$ cat src/rtl/game_pacman_unit.sv
// Pac-Man movement engine: pixel position, heading, relative turn latch and
// mouth animation, stepped once per 60 Hz tick against a procedural maze.
module game_pacman_unit #(
  parameter int MAZE_W   = 28,
  parameter int MAZE_H   = 31,
  parameter int SPAWN_X  = 13,
  parameter int SPAWN_Y  = 23,
  parameter int ANIM_DIV = 4
) (
  input  logic       clk60,
  input  logic       reset,
  input  logic       start,
  input  logic       left,
  input  logic       right,
  input  logic       uturn,
  output logic [9:0] xloc,
  output logic [9:0] yloc,
  output logic [1:0] dir,
  output logic [6:0] curr_xtile,
  output logic [6:0] curr_ytile,
  output logic [1:0] animation_state
);

  // state | meaning
  // IDLE  | position frozen, controls ignored
  // RUN   | moving, steering accepted
  localparam logic [0:0] ST_IDLE = 1'b0;
  localparam logic [0:0] ST_RUN  = 1'b1;

  localparam logic [1:0] PEND_NONE  = 2'd0;
  localparam logic [1:0] PEND_LEFT  = 2'd1;
  localparam logic [1:0] PEND_RIGHT = 2'd2;

  localparam int CNT_W = $clog2(ANIM_DIV + 1);

  logic [0:0]       state_q, state_d;
  logic [9:0]       xloc_q, xloc_d;
  logic [9:0]       yloc_q, yloc_d;
  logic [1:0]       dir_q, dir_d;
  logic [1:0]       pend_q, pend_d;
  logic [1:0]       anim_q, anim_d;
  logic [CNT_W-1:0] pix_cnt_q, pix_cnt_d;

  logic       centred;
  logic [1:0] target;
  logic [1:0] move_dir;
  logic       move;
  logic       turned;

  // Tiles are widened to 8 bits so a step off tile 0 wraps out of range (wall).
  function automatic logic tile_open(input logic [7:0] tx, input logic [7:0] ty);
    tile_open = (tx >= 8'd1) && (tx <= 8'(MAZE_W - 2)) &&
                (ty >= 8'd1) && (ty <= 8'(MAZE_H - 2)) && (tx[0] | ty[0]);
  endfunction

  function automatic logic ahead_open(input logic [6:0] tx, input logic [6:0] ty,
                                      input logic [1:0] d);
    logic [7:0] nx;
    logic [7:0] ny;
    nx = {1'b0, tx};
    ny = {1'b0, ty};
    case (d)
      2'b00:   nx = nx + 8'd1;
      2'b01:   ny = ny - 8'd1;
      2'b10:   nx = nx - 8'd1;
      default: ny = ny + 8'd1;
    endcase
    ahead_open = tile_open(nx, ny);
  endfunction

  assign centred = (xloc_q[2:0] == 3'd0) && (yloc_q[2:0] == 3'd0);
  assign target  = (pend_q == PEND_LEFT) ? dir_q + 2'd1 : dir_q - 2'd1;

  always_comb begin
    state_d   = state_q;
    xloc_d    = xloc_q;
    yloc_d    = yloc_q;
    dir_d     = dir_q;
    pend_d    = pend_q;
    anim_d    = anim_q;
    pix_cnt_d = pix_cnt_q;
    move      = 1'b0;
    turned    = 1'b0;
    move_dir  = dir_q;

    if (state_q == ST_IDLE) begin
      if (start) state_d = ST_RUN;
    end else begin
      // A same-edge uturn takes precedence over applying a pending turn.
      if (!centred) begin
        move = 1'b1;
      end else if (!uturn && pend_q != PEND_NONE &&
                   ahead_open(xloc_q[9:3], yloc_q[9:3], target)) begin
        move     = 1'b1;
        turned   = 1'b1;
        move_dir = target;
      end else if (ahead_open(xloc_q[9:3], yloc_q[9:3], dir_q)) begin
        move = 1'b1;
      end

      if (move) begin
        case (move_dir)
          2'b00:   xloc_d = xloc_q + 10'd1;
          2'b01:   yloc_d = yloc_q - 10'd1;
          2'b10:   xloc_d = xloc_q - 10'd1;
          default: yloc_d = yloc_q + 10'd1;
        endcase
        if (pix_cnt_q == CNT_W'(ANIM_DIV - 1)) begin
          pix_cnt_d = '0;
          anim_d    = anim_q + 2'd1;
        end else begin
          pix_cnt_d = pix_cnt_q + CNT_W'(1);
        end
      end

      if (uturn)       dir_d = dir_q ^ 2'b10;
      else if (turned) dir_d = target;

      if (uturn)               pend_d = PEND_NONE;
      else if (left && !right) pend_d = PEND_LEFT;
      else if (right && !left) pend_d = PEND_RIGHT;
      else if (turned)         pend_d = PEND_NONE;
    end
  end

  always_ff @(posedge clk60 or negedge reset) begin
    if (!reset) begin
      state_q   <= ST_IDLE;
      xloc_q    <= 10'(SPAWN_X * 8);
      yloc_q    <= 10'(SPAWN_Y * 8);
      dir_q     <= 2'b10;
      pend_q    <= PEND_NONE;
      anim_q    <= 2'd0;
      pix_cnt_q <= '0;
    end else begin
      state_q   <= state_d;
      xloc_q    <= xloc_d;
      yloc_q    <= yloc_d;
      dir_q     <= dir_d;
      pend_q    <= pend_d;
      anim_q    <= anim_d;
      pix_cnt_q <= pix_cnt_d;
    end
  end

  assign xloc            = xloc_q;
  assign yloc            = yloc_q;
  assign dir             = dir_q;
  assign curr_xtile      = xloc_q[9:3];
  assign curr_ytile      = yloc_q[9:3];
  assign animation_state = anim_q;

endmodule

$ cat config.mk
export PLATFORM = sky130hd
export DESIGN_NAME = game_pacman_unit
export DESIGN_NICKNAME = d
export VERILOG_FILES = /design/src/rtl/game_pacman_unit.sv
export SDC_FILE = /design/constraint.sdc
export NUM_CORES = 1
export LEC_CHECK = 0
export BUFFER_PORTS_ARGS = -buffer_cell sky130_fd_sc_hd__buf_2
export CORE_MARGIN = 2
export CORE_UTILIZATION = 40
export DETAILED_ROUTE_END_ITERATION = 6
export HOLD_SLACK_MARGIN = 0.03
export MAX_ROUTING_LAYER = met4
export SLEW_MARGIN = 10
export SYNTH_ARGS = -nofsm -noshare
export SYNTH_HDL_FRONTEND = slang
export SYNTH_SLANG_ARGS = --single-unit
export TNS_END_PERCENT = 10
$ cat constraint.sdc
create_clock -name clk60 -period 6.5 [get_ports clk60]
set_clock_uncertainty 0.05 [all_clocks]
set_input_delay 0 -clock clk60 [delete_from_list [all_inputs] [get_ports clk60]]
set_output_delay 0 -clock clk60 [all_outputs]
set_load 0.02 [all_outputs]
==> metrics.yaml <==
synthDominantCellAreaShare_pct: 15.43
max_stage_delay_ns: 0.69
antenna_found_initial: 0
io_pins: 44
arrival_ns: 6.01
crit_path_end_kind: "flop"
finalCritPeriodShare_pct: 90.14
coreArea_sq_um: 8678
fmax_ghz: 0.1707
p_int_uw: 993.2
synth_cells: 407
slew_headroom_pct: 43.00
pwr-share-seq_pct: 23.9
initial_core_util_pct: 41.12
worst_hold_startpoint: "right"
outcome: "finished clean"
yosys-top-cells-count: "30 x a21oi_1, 25 x ha_1, 25 x nand2_1"
synth_cell_types: 72
clk_latency_ns: 0.28
synth_edf_count: 0
synthSimpleGateAreaFrac_pct: 19.07
yosys.area_share.xor_xnor_pct: 9.327
cts-root-buf: "clkbuf_8"
overflow: 0
leakage_uw: 0.001775
synth_top_cell_by_area: "dfrtp_1"
vias_per_cell: 5.712
multiInputGateArea_sq_um: 2542
cp-start-kind: "flop"
clock_sinks: 30
cts_tree: "yes"
io_buffers: 43
diodes: 0
synthAdderAreaFrac_pct: 9.888
die_height_um: 98.45
cts_setup_buffers: 0
drive_gt1_share_pct: 22.79
p_comb_share_pct: 66.1
path_common_cell: "a21oi_1"
yosys_warnings: 0
drc_errors: 0
crit_required_ns: 6.65
drt-pass1-iter-count: 4
worst_slew_pin_slew_ns: 0.8550
finalSetupTns_ns: 0
cts_max_level: 2
grt_pass1_wl_um: 14700
ff_latch_area_sq_um: 760.7
fin_nets: 462
gr-usage-all-layers_pct: 18.69
synthMostInstantiatedCell: "a21oi_1"
r2r_setup_slack_ns: 0.64
switchingPower_uw: 977.9
area_growth_pct: 9.327
grt_max_degree: 31
rr_worst_depth: 21
hp-class: "in -> reg"
syn-num-nets: 440
avgSynthCellArea_sq_um: 8.768
hold_depth: 4
cellPowerDensity_nw_per_um2: 505.3
numCtsBuffers: 5
fp.dieW_um: 98.45
drv_slew: 0
switching_share_pct: 49.61
final_util_pct: 44.95
path_max_fanout: 9
grt_pass1_vias: 2920
async_reset_ff_share_pct: 100.0
path_class: "reg -> reg"
hold_viol_final: 0
synth_compound_area_share_pct: 20.93
synthFlopType: "dfrtp_1"
slowest_stage: "a21oi_1"
clkSlewWorstSetupHoldPaths_ns: 0.07
min_period_ns: 5.859
worstReg2RegEnd: "xloc[9]$_DFFE_PN0P_"
drt_iter0_markers: 187
ys_ff_latch: 30
cap_violations: 0
synthMuxAreaShare_pct: 12.03
syn_area_sq_um: 3568
setup_viol: 0
synth_area_leaders: "dfrtp_1 15%, ha_1 8.8%, dfstp_2 5.9%"
vdd_drop_max_mv: 0.3246
synth_top_family_by_area: "compound AO/OA/AOI/OAI gates"
dp_hpwl_um: 6442
holdPathEnd: "pend_q[0]$_DFFE_PN0P_"
r2r_start: "dir[1]$_DFFE_PN1P_"
routabilityCongestion: 0.8778
dieArea_sq_um: 9692
ys_seq_area_share_pct: 21.32
path_cells: "inv_1 -> ha_1 -> xor2_4 -> mux2i_1 -> or4b_2 -> o221a_2 -> o32a_2 -> nand4_4 -> xnor2_2 -> a21oi_1 -> ha_1 -> a21o_1 -> a21oi_1 -> o21bai_1 -> a21oi_1 -> o21ai_0 -> nand3_1 -> nand2_1 -> and3_1 -> o211ai_1 -> xnor2_1"
routedWlPerCell_um: 16.39
num_vias: 3073
ant_nets: 0
p_total_uw: 1971
grt_setup_unrepaired: "false"
num_rows: 34
wl_um: 8819
clkPwrFrac_pct: 10.0
fillCellCount: 874
clockBufferDepth: 2
logic make-up after synthesis:
family | Yosys count
XOR/XNOR | 32
AO/OA/AOI/OAI | 109
multiplexers | 36
AND/OR/NAND/NOR | 119
adder cells (fa/ha/maj) | 27
flip-flops | 30
buffers and inverters | 54
worst max-delay path: cells and delay by family, from the launching register on:
family | cells | cell delay [ns]
compound gates | 9 | 2.15
xor+xnor | 3 | 0.45
fa+ha+maj | 2 | 0.86
buf+inv | 1 | 0.09
flops | 1 | 0.59
mux | 1 | 0.45
simple gates | 5 | 1.12
power groups by stage:
stage | clock (uW) | combinational [uW] | sequential (uW)
floorplan | 0 | 1070 | 443
global placement | 0 | 1280 | 469
detailed placement | 0 | 1300 | 474
CTS | 201 | 1310 | 471
global route | 209 | 1430 | 493
finish | 197 | 1300 | 471
placed cells by master, fill, tap and decap left out, types with 17 or more instances in the layout:
cell type  Yosys  layout
a21oi_1       30      30
buf_2          2      43
dfrtp_1       22      22
ha_1          25      25
inv_1         19      19
mux2i_1       19      19
nand2_1       25      25
nor2_1        19      19
o21ai_0       20      20
xnor2_1       17      17
worst max path at each step:
stage / startpoint / slack (ns) / cells after the start / endpoint
final: dir[1]$_DFFE_PN1P_ / 0.64 / 21 / xloc[9]$_DFFE_PN0P_
after global routing: dir[1]$_DFFE_PN1P_ / 0.32 / 21 / xloc[9]$_DFFE_PN0P_
after CTS: dir[1]$_DFFE_PN1P_ / 0.68 / 21 / xloc[9]$_DFFE_PN0P_
after detailed placement: dir[1]$_DFFE_PN1P_ / 0.73 / 21 / xloc[9]$_DFFE_PN0P_
after global placement: dir[1]$_DFFE_PN1P_ / 0.96 / 21 / xloc[9]$_DFFE_PN0P_
after floorplan: dir[0]$_DFFE_PN0P_ / 0.48 / 23 / yloc[9]$_DFFE_PN0P_
layout make-up:
type / count / share of cell area, %
multi-input combinational: 323 / 65.17
sequential: 30 / 19.50
timing repair buffer: 50 / 7.056
tap: 108 / 3.464
clock buffer: 7 / 2.213
inverter: 19 / 1.828
clock inverter: 1 / 0.7697
per-stage QoR:
| stage | cells | hold slack (ns) | setup WS, ns | cell area (sq um) |
|---|---|---|---|---|
| after global placement | 527 | 0.03755 | 0.9584 | 3755 |
| final | 538 | 0.08527 | 0.6408 | 3901 |
| after detailed placement | 527 | 0.03987 | 0.7336 | 3755 |
| after floorplan | 407 | -0.3456 | 0.4779 | 3568 |
| after global routing | 538 | 0.1349 | 0.3228 | 3901 |
| after CTS | 538 | 0.07992 | 0.6759 | 3901 |
flip-flops by register name (all words and copies together), names as in the netlist:
signal	count
animation_state	2
pix_cnt_q	3
yloc	10
xloc	10
pend_q	2
state_q	1
dir	2
routing by layer:
layer,vias up,global-route usage [%],routed length (um),share of wire [%]
li1,1527,-,-,-
met1,1489,25.03,4148,47
met2,49,30.72,4331,49
met4,0,4.320,104,1.2
met5,-,-,0,0
met3,8,1.915,234,2.7
what timing repair did:
action / 4_1_cts / 5_1_grt
gates resized for setup: 0 / 0
hold buffers: 3 / 0
endpoints found under the hold margin: 27 / 0
No activity file was read; power rests on OpenSTA's default activity.
